===== config.mk =====
export PLATFORM = sky130hd
export DESIGN_NAME = mult_operand_feeder
export DESIGN_NICKNAME = d
export VERILOG_FILES = /design/src/rtl/mult_operand_feeder.sv
export SDC_FILE = /design/constraint.sdc
export NUM_CORES = 1
export LEC_CHECK = 0
export BUFFER_PORTS_ARGS = -buffer_cell sky130_fd_sc_hd__buf_4
export CAP_MARGIN = 5
export CORE_ASPECT_RATIO = 1.2
export CORE_MARGIN = 2
export CORE_UTILIZATION = 47
export DETAILED_ROUTE_END_ITERATION = 8
export PLACE_DENSITY = 0.76
export SYNTH_ARGS = -nofsm -noshare
export SYNTH_HDL_FRONTEND = slang
export SYNTH_SLANG_ARGS = --single-unit

===== constraint.sdc =====
create_clock -name Clk -period 3.4 [get_ports Clk]
set_clock_uncertainty 0.15 [all_clocks]
set_input_delay 0 -clock Clk [delete_from_list [all_inputs] [get_ports Clk]]
set_output_delay 0 -clock Clk [all_outputs]
set_load 0.1 [all_outputs]

===== src/rtl/mult_operand_feeder.sv =====
// Frame-aligned operand sequencer and 2-entry result queue for the 16x16 sequential multiplier.
// Optional saturating activity counters are compiled in when MULT_FEEDER_STATS_EN is defined.
module mult_operand_feeder #(
   parameter int WIDTH = 16,
   parameter int FRAME = 32,
   parameter int DEPTH = 4
) (
   input  logic               Clk,
   input  logic               Reset,
   input  logic               in_valid,
   output logic               in_ready,
   input  logic [WIDTH-1:0]   in_a,
   input  logic [WIDTH-1:0]   in_b,
   output logic [WIDTH-1:0]   Multiplicando,
   output logic [WIDTH-1:0]   Multiplicador,
   output logic [WIDTH-1:0]   MultiplicandoReg,
   output logic               Sy,
   input  logic [2*WIDTH-1:0] Produto,
   output logic               res_valid,
   input  logic               res_ready,
   output logic [2*WIDTH-1:0] res_data,
`ifdef MULT_FEEDER_STATS_EN
   output logic [15:0]        ops_issued,
   output logic [15:0]        idle_frames,
`endif
   output logic               busy
);
   localparam int SW = $clog2(FRAME);
   localparam int PW = $clog2(DEPTH);

   logic [SW-1:0]      slot;
   logic [WIDTH-1:0]   fifo_a [DEPTH];
   logic [WIDTH-1:0]   fifo_b [DEPTH];
   logic [PW-1:0]      wr_ptr, rd_ptr;
   logic [PW:0]        fifo_cnt;
   logic [2*WIDTH-1:0] rq_mem [2];
   logic               rq_wr, rq_rd;
   logic [1:0]         rq_cnt;
   logic               cur_inflight, next_inflight;

   logic               prep, load, push, issue, capture, res_pop;
   logic [1:0]         rq_committed;

   // NOTE: combinational logic uses blocking '=', flops use non-blocking '<='.
   always_comb begin
      prep    = Sy && (slot == SW'(FRAME-2));
      load    = Sy && (slot == SW'(FRAME-1));
      push    = in_valid && in_ready;
      res_pop = res_valid && res_ready;
      capture = load && cur_inflight;
      // The product still in flight lands in the queue before this issue does,
      // so it counts against the two slots.
      rq_committed = rq_cnt - {1'b0, res_pop} + {1'b0, cur_inflight};
      issue   = prep && (fifo_cnt != '0) && (rq_committed <= 2'd1);
   end

   assign in_ready  = Sy && (fifo_cnt != (PW+1)'(DEPTH));
   assign res_valid = (rq_cnt != 2'd0);
   assign res_data  = res_valid ? rq_mem[rq_rd] : '0;
   assign busy      = (fifo_cnt != '0) || cur_inflight || next_inflight || res_valid;

   always_ff @(posedge Clk) begin
      if (!Reset) begin
         Sy               <= 1'b0;
         slot             <= '0;
         wr_ptr           <= '0;
         rd_ptr           <= '0;
         fifo_cnt         <= '0;
         rq_wr            <= 1'b0;
         rq_rd            <= 1'b0;
         rq_cnt           <= '0;
         cur_inflight     <= 1'b0;
         next_inflight    <= 1'b0;
         Multiplicando    <= '0;
         Multiplicador    <= '0;
         MultiplicandoReg <= '0;
      end else begin
         Sy <= 1'b1;
         if (Sy) slot <= slot + SW'(1);
         if (push)  wr_ptr <= wr_ptr + PW'(1);
         if (issue) rd_ptr <= rd_ptr + PW'(1);
         fifo_cnt <= fifo_cnt + (PW+1)'(push) - (PW+1)'(issue);
         if (prep) begin
            next_inflight <= issue;
            if (issue) begin
               Multiplicando    <= fifo_a[rd_ptr];
               Multiplicador    <= fifo_b[rd_ptr];
               MultiplicandoReg <= fifo_a[rd_ptr];
            end else begin
               Multiplicando <= '0;
               Multiplicador <= '0;
            end
         end
         if (load)    cur_inflight <= next_inflight;
         if (capture) rq_wr <= ~rq_wr;
         if (res_pop) rq_rd <= ~rq_rd;
         rq_cnt <= rq_cnt + 2'(capture) - 2'(res_pop);
      end
   end

   // NOTE: storage arrays are not reset; the occupancy counters alone define valid entries.
   always_ff @(posedge Clk) begin
      if (push) begin
         fifo_a[wr_ptr] <= in_a;
         fifo_b[wr_ptr] <= in_b;
      end
      if (capture) rq_mem[rq_wr] <= Produto;
   end

`ifdef MULT_FEEDER_STATS_EN
   always_ff @(posedge Clk) begin
      if (!Reset) begin
         ops_issued  <= '0;
         idle_frames <= '0;
      end else if (prep) begin
         if (issue) begin
            if (ops_issued != '1) ops_issued <= ops_issued + 16'd1;
         end else if (idle_frames != '1) begin
            idle_frames <= idle_frames + 16'd1;
         end
      end
   end
`endif

endmodule


==> flow_metrics.env <==
export IMPL_cts_hold_buffers=67
export IMPL_wl_um=20450
export IMPL_htreeDepth=1
export IMPL_post_cts_resized=0
export IMPL_clk_pin_slew_ps=60
export IMPL_synth_avg_cell_area_um2=15.90
export IMPL_cp_start_kind="flip-flop"
export IMPL_io_buffers=151
export IMPL_antenna_found_initial=0
export IMPL_synthesis_area_um2=9781
export IMPL_initial_core_util=0.4812
export IMPL_setup_ws_ps=438.3
export IMPL_synth_area_leaders="edfxtp_1, dfxtp_1, mux4_2"
export IMPL_worst_slew_pin_slew_ps=1005
export IMPL_vias=5861
export IMPL_cts_sinks=262
export IMPL_worstPathArrival_ps=3190
export IMPL_synth_top_cell_area_share=0.5895
export IMPL_period_needed_ps=2962
export IMPL_finalPower_mw=8.428
export IMPL_cts_buffers_inserted=25
export IMPL_n_antenna_cell=0
export IMPL_hpwlAfterDp_um=12330
export IMPL_dieWidth_um=135.7
export IMPL_wl_per_cell_um=18.22
export IMPL_die_area_um2=21980
export IMPL_grt_pass1_vias=6082
export IMPL_crit_path_end_kind="flip-flop"
export IMPL_antenna_left=0
export IMPL_detailedPlace_worstSlack_ps=418.6
export IMPL_setup_worst_path_class="reg -> reg"
export IMPL_grt_pass1_wl_um=31640
export IMPL_grt_setup_unrepaired="false"
export IMPL_synthToLayoutAreaGrowth_pct=29.77
export IMPL_clock_path_buffers=3
export IMPL_overflow=0
export IMPL_num_rows=57
export IMPL_drcViolationCount=0
export IMPL_cpMaxStageDelayCell="dfxtp_1"
export IMPL_grtUsageTotal=0.1849
export IMPL_vias_per_cell=5.224
export IMPL_grt_max_degree=33
export IMPL_required_ps=3630
export IMPL_fin_crit_sh=0.8711
export IMPL_fin_nets=919
export IMPL_max_slew_margin=0.3300
export IMPL_hp_class="in -> reg"
export IMPL_drive_above_1_share=0.2987
export IMPL_hold_violations=0
export IMPL_path_max_fanout=5
export IMPL_setup_viol_count_final=0
export IMPL_grt_use_met3=0.04151
export IMPL_cts_tree="yes"
export IMPL_ys_seq_area_frac=0.7328
export IMPL_cpPeakStageDelay_ps=370
export IMPL_ys_types=39
export IMPL_fill_cells=1470
export IMPL_top_usage_layer="met2"
export IMPL_max_freq_mhz=337.6
export IMPL_p_per_area_nw_per_um2=664.0
export IMPL_yosysWarningCount=0
export IMPL_die_h_um=162.0
export IMPL_crit_path_frequent_cell="ha_1"
export IMPL_ioPinCount=152
export IMPL_drt_first_pass_iters=4
export IMPL_syn_inst=615
export IMPL_coreArea_um2=20330
export IMPL_syn_nets=696
export IMPL_place_gp_congestion=0.7894
export IMPL_yosysTopAreaCell="edfxtp_1"
export IMPL_cts_root_buffer="clkbuf_16"
export IMPL_slew_violations=0
export IMPL_grt_use_met1=0.2277
export IMPL_maxCapViolCount=0
export IMPL_post_cts_buffers=0
export IMPL_ys_ff_latch=262
export IMPL_ir_drop_uv=696.2
export IMPL_use_met2=0.3235
export IMPL_drt_first_iter_violations=323
export IMPL_insertion_delay_ps=520
export IMPL_cp_cell_sequence="nor2_4 -> clkinvlp_4 -> and2_4 -> ha_1 -> xor2_2 -> xnor2_4 -> nand2_2 -> inv_2 -> ha_1 -> inv_1 -> ha_1 -> fa_1 -> xnor2_1 -> nor2_1"
export IMPL_status="complete, no violations"
export IMPL_p_leak_nw=4.525
[cells in the mapped netlist (all sizes together)]
cell type,n
or3,1
nor2,45
and3,7
xnor2,7
o21ai,33
o31ai,1
buf,16
or4,2
clkbuf,18
dfxtp,70
nand4,1
edfxtp,192
a21oi,29
mux2i,34
a211oi,1
ha,12
xor2,6
inv,14
o31a,1
nand3,36
mux4,32
o311ai,1
and4,1
and2,6
nand2,43
o22ai,4
fa,1
and2b,1
[power by group]
part	switching (mW)	internal [mW]	leakage (nW)
Clock	1.13	1.56	0.400
Combinational	1.61	0.532	1.82
Sequential	0.0957	3.50	2.30
Total	2.84	5.59	4.53
[final timing paths]
check	from	endpoint	slack (ps)	depth (start not counted)
worst min register to register	Multiplicando[14]	Multiplicando[14]	300	2
worst min-delay path	Produto[9]	rq_mem[0][9]	70	2
worst max-delay path	rq_cnt[1]	fifo_cnt[2]	440	14
worst max register to register	rq_cnt[1]	fifo_cnt[2]	440	14
[cell usage in the layout, fill, tap and decap left out, drive strengths merged, types with 2 or more instances in the layout]
cell type	n
mux4	32
mux2i	34
a21oi	29
ha	12
nand3	36
xor2	6
nand2	43
inv	14
and3	7
clkinv	9
clkbuf	35
dfxtp	70
and2	6
xnor2	7
o21ai	33
o22ai	4
edfxtp	192
dlygate4sd3	67
buf	163
nor2	45
or4	2
[flip-flops by register name, indices dropped and copies added, names as in the netlist, named ones only]
name	count
fifo_a	64
fifo_b	64
rq_mem	64
Multiplicador	16
MultiplicandoReg	16
Multiplicando	16
slot	5
fifo_cnt	3
rd_ptr	2
rq_cnt	2
wr_ptr	2
Sy	1
cur_inflight	1
next_inflight	1
rq_rd	1
rq_wr	1
[routing by layer]
layer	share of wire	wire, µm
met1	0.40	8135
met2	0.50	10180
met3	0.080	1642
met4	0.024	490
met5	0	0
[cells by family (layout without fill, tap and decap cells)]
group / count (synthesis) / count (layout) / synth area share
buffers and inverters: 48 / 290 / 0.02200
flip-flops: 262 / 262 / 0.7328
multiplexers: 66 / 66 / 0.1085
XOR/XNOR: 13 / 13 / 0.01394
AO/OA/AOI/OAI: 70 / 70 / 0.03953
AND/OR/NAND/NOR: 143 / 143 / 0.06588
adder cells (fa/ha/maj): 13 / 13 / 0.01740
[metrics by stage]
stage / std cells / hold slack, ps / util / setup TNS, ps / cell area [µm²]
finish: 1122 / 67.77 / 0.6244 / 0 / 12690
global route: 1122 / 53.33 / 0.6244 / 0 / 12690
CTS: 1122 / 40.23 / 0.6244 / 0 / 12690
detailed placement: 1009 / 38.15 / 0.5517 / 0 / 11210
global placement: 1009 / 34.97 / 0.5517 / 0 / 11210
floorplan: 615 / -122.3 / - / -7802 / 9814
[worst max-delay path: cells and delay by family, from the launching register on]
family / cells / cell delay [ps]
buf+inv: 3 / 220
fa+ha+maj: 4 / 1030
simple gates: 4 / 430
flops: 1 / 370
xor+xnor: 3 / 630
[layout make-up]
| cell class | instances | area [µm²] | area share |
|---|---|---|---|
| multi-input combinational | 305 | 2434 | 0.1917 |
| inverter | 14 | 56.30 | 0.004436 |
| clock inverter | 11 | 82.58 | 0.006506 |
| clock buffer | 35 | 724.4 | 0.05708 |
| timing repair buffer | 230 | 1894 | 0.1493 |
| tap | 265 | 331.6 | 0.02612 |
| sequential | 262 | 7169 | 0.5649 |
(Power assumes the default switching activity.)
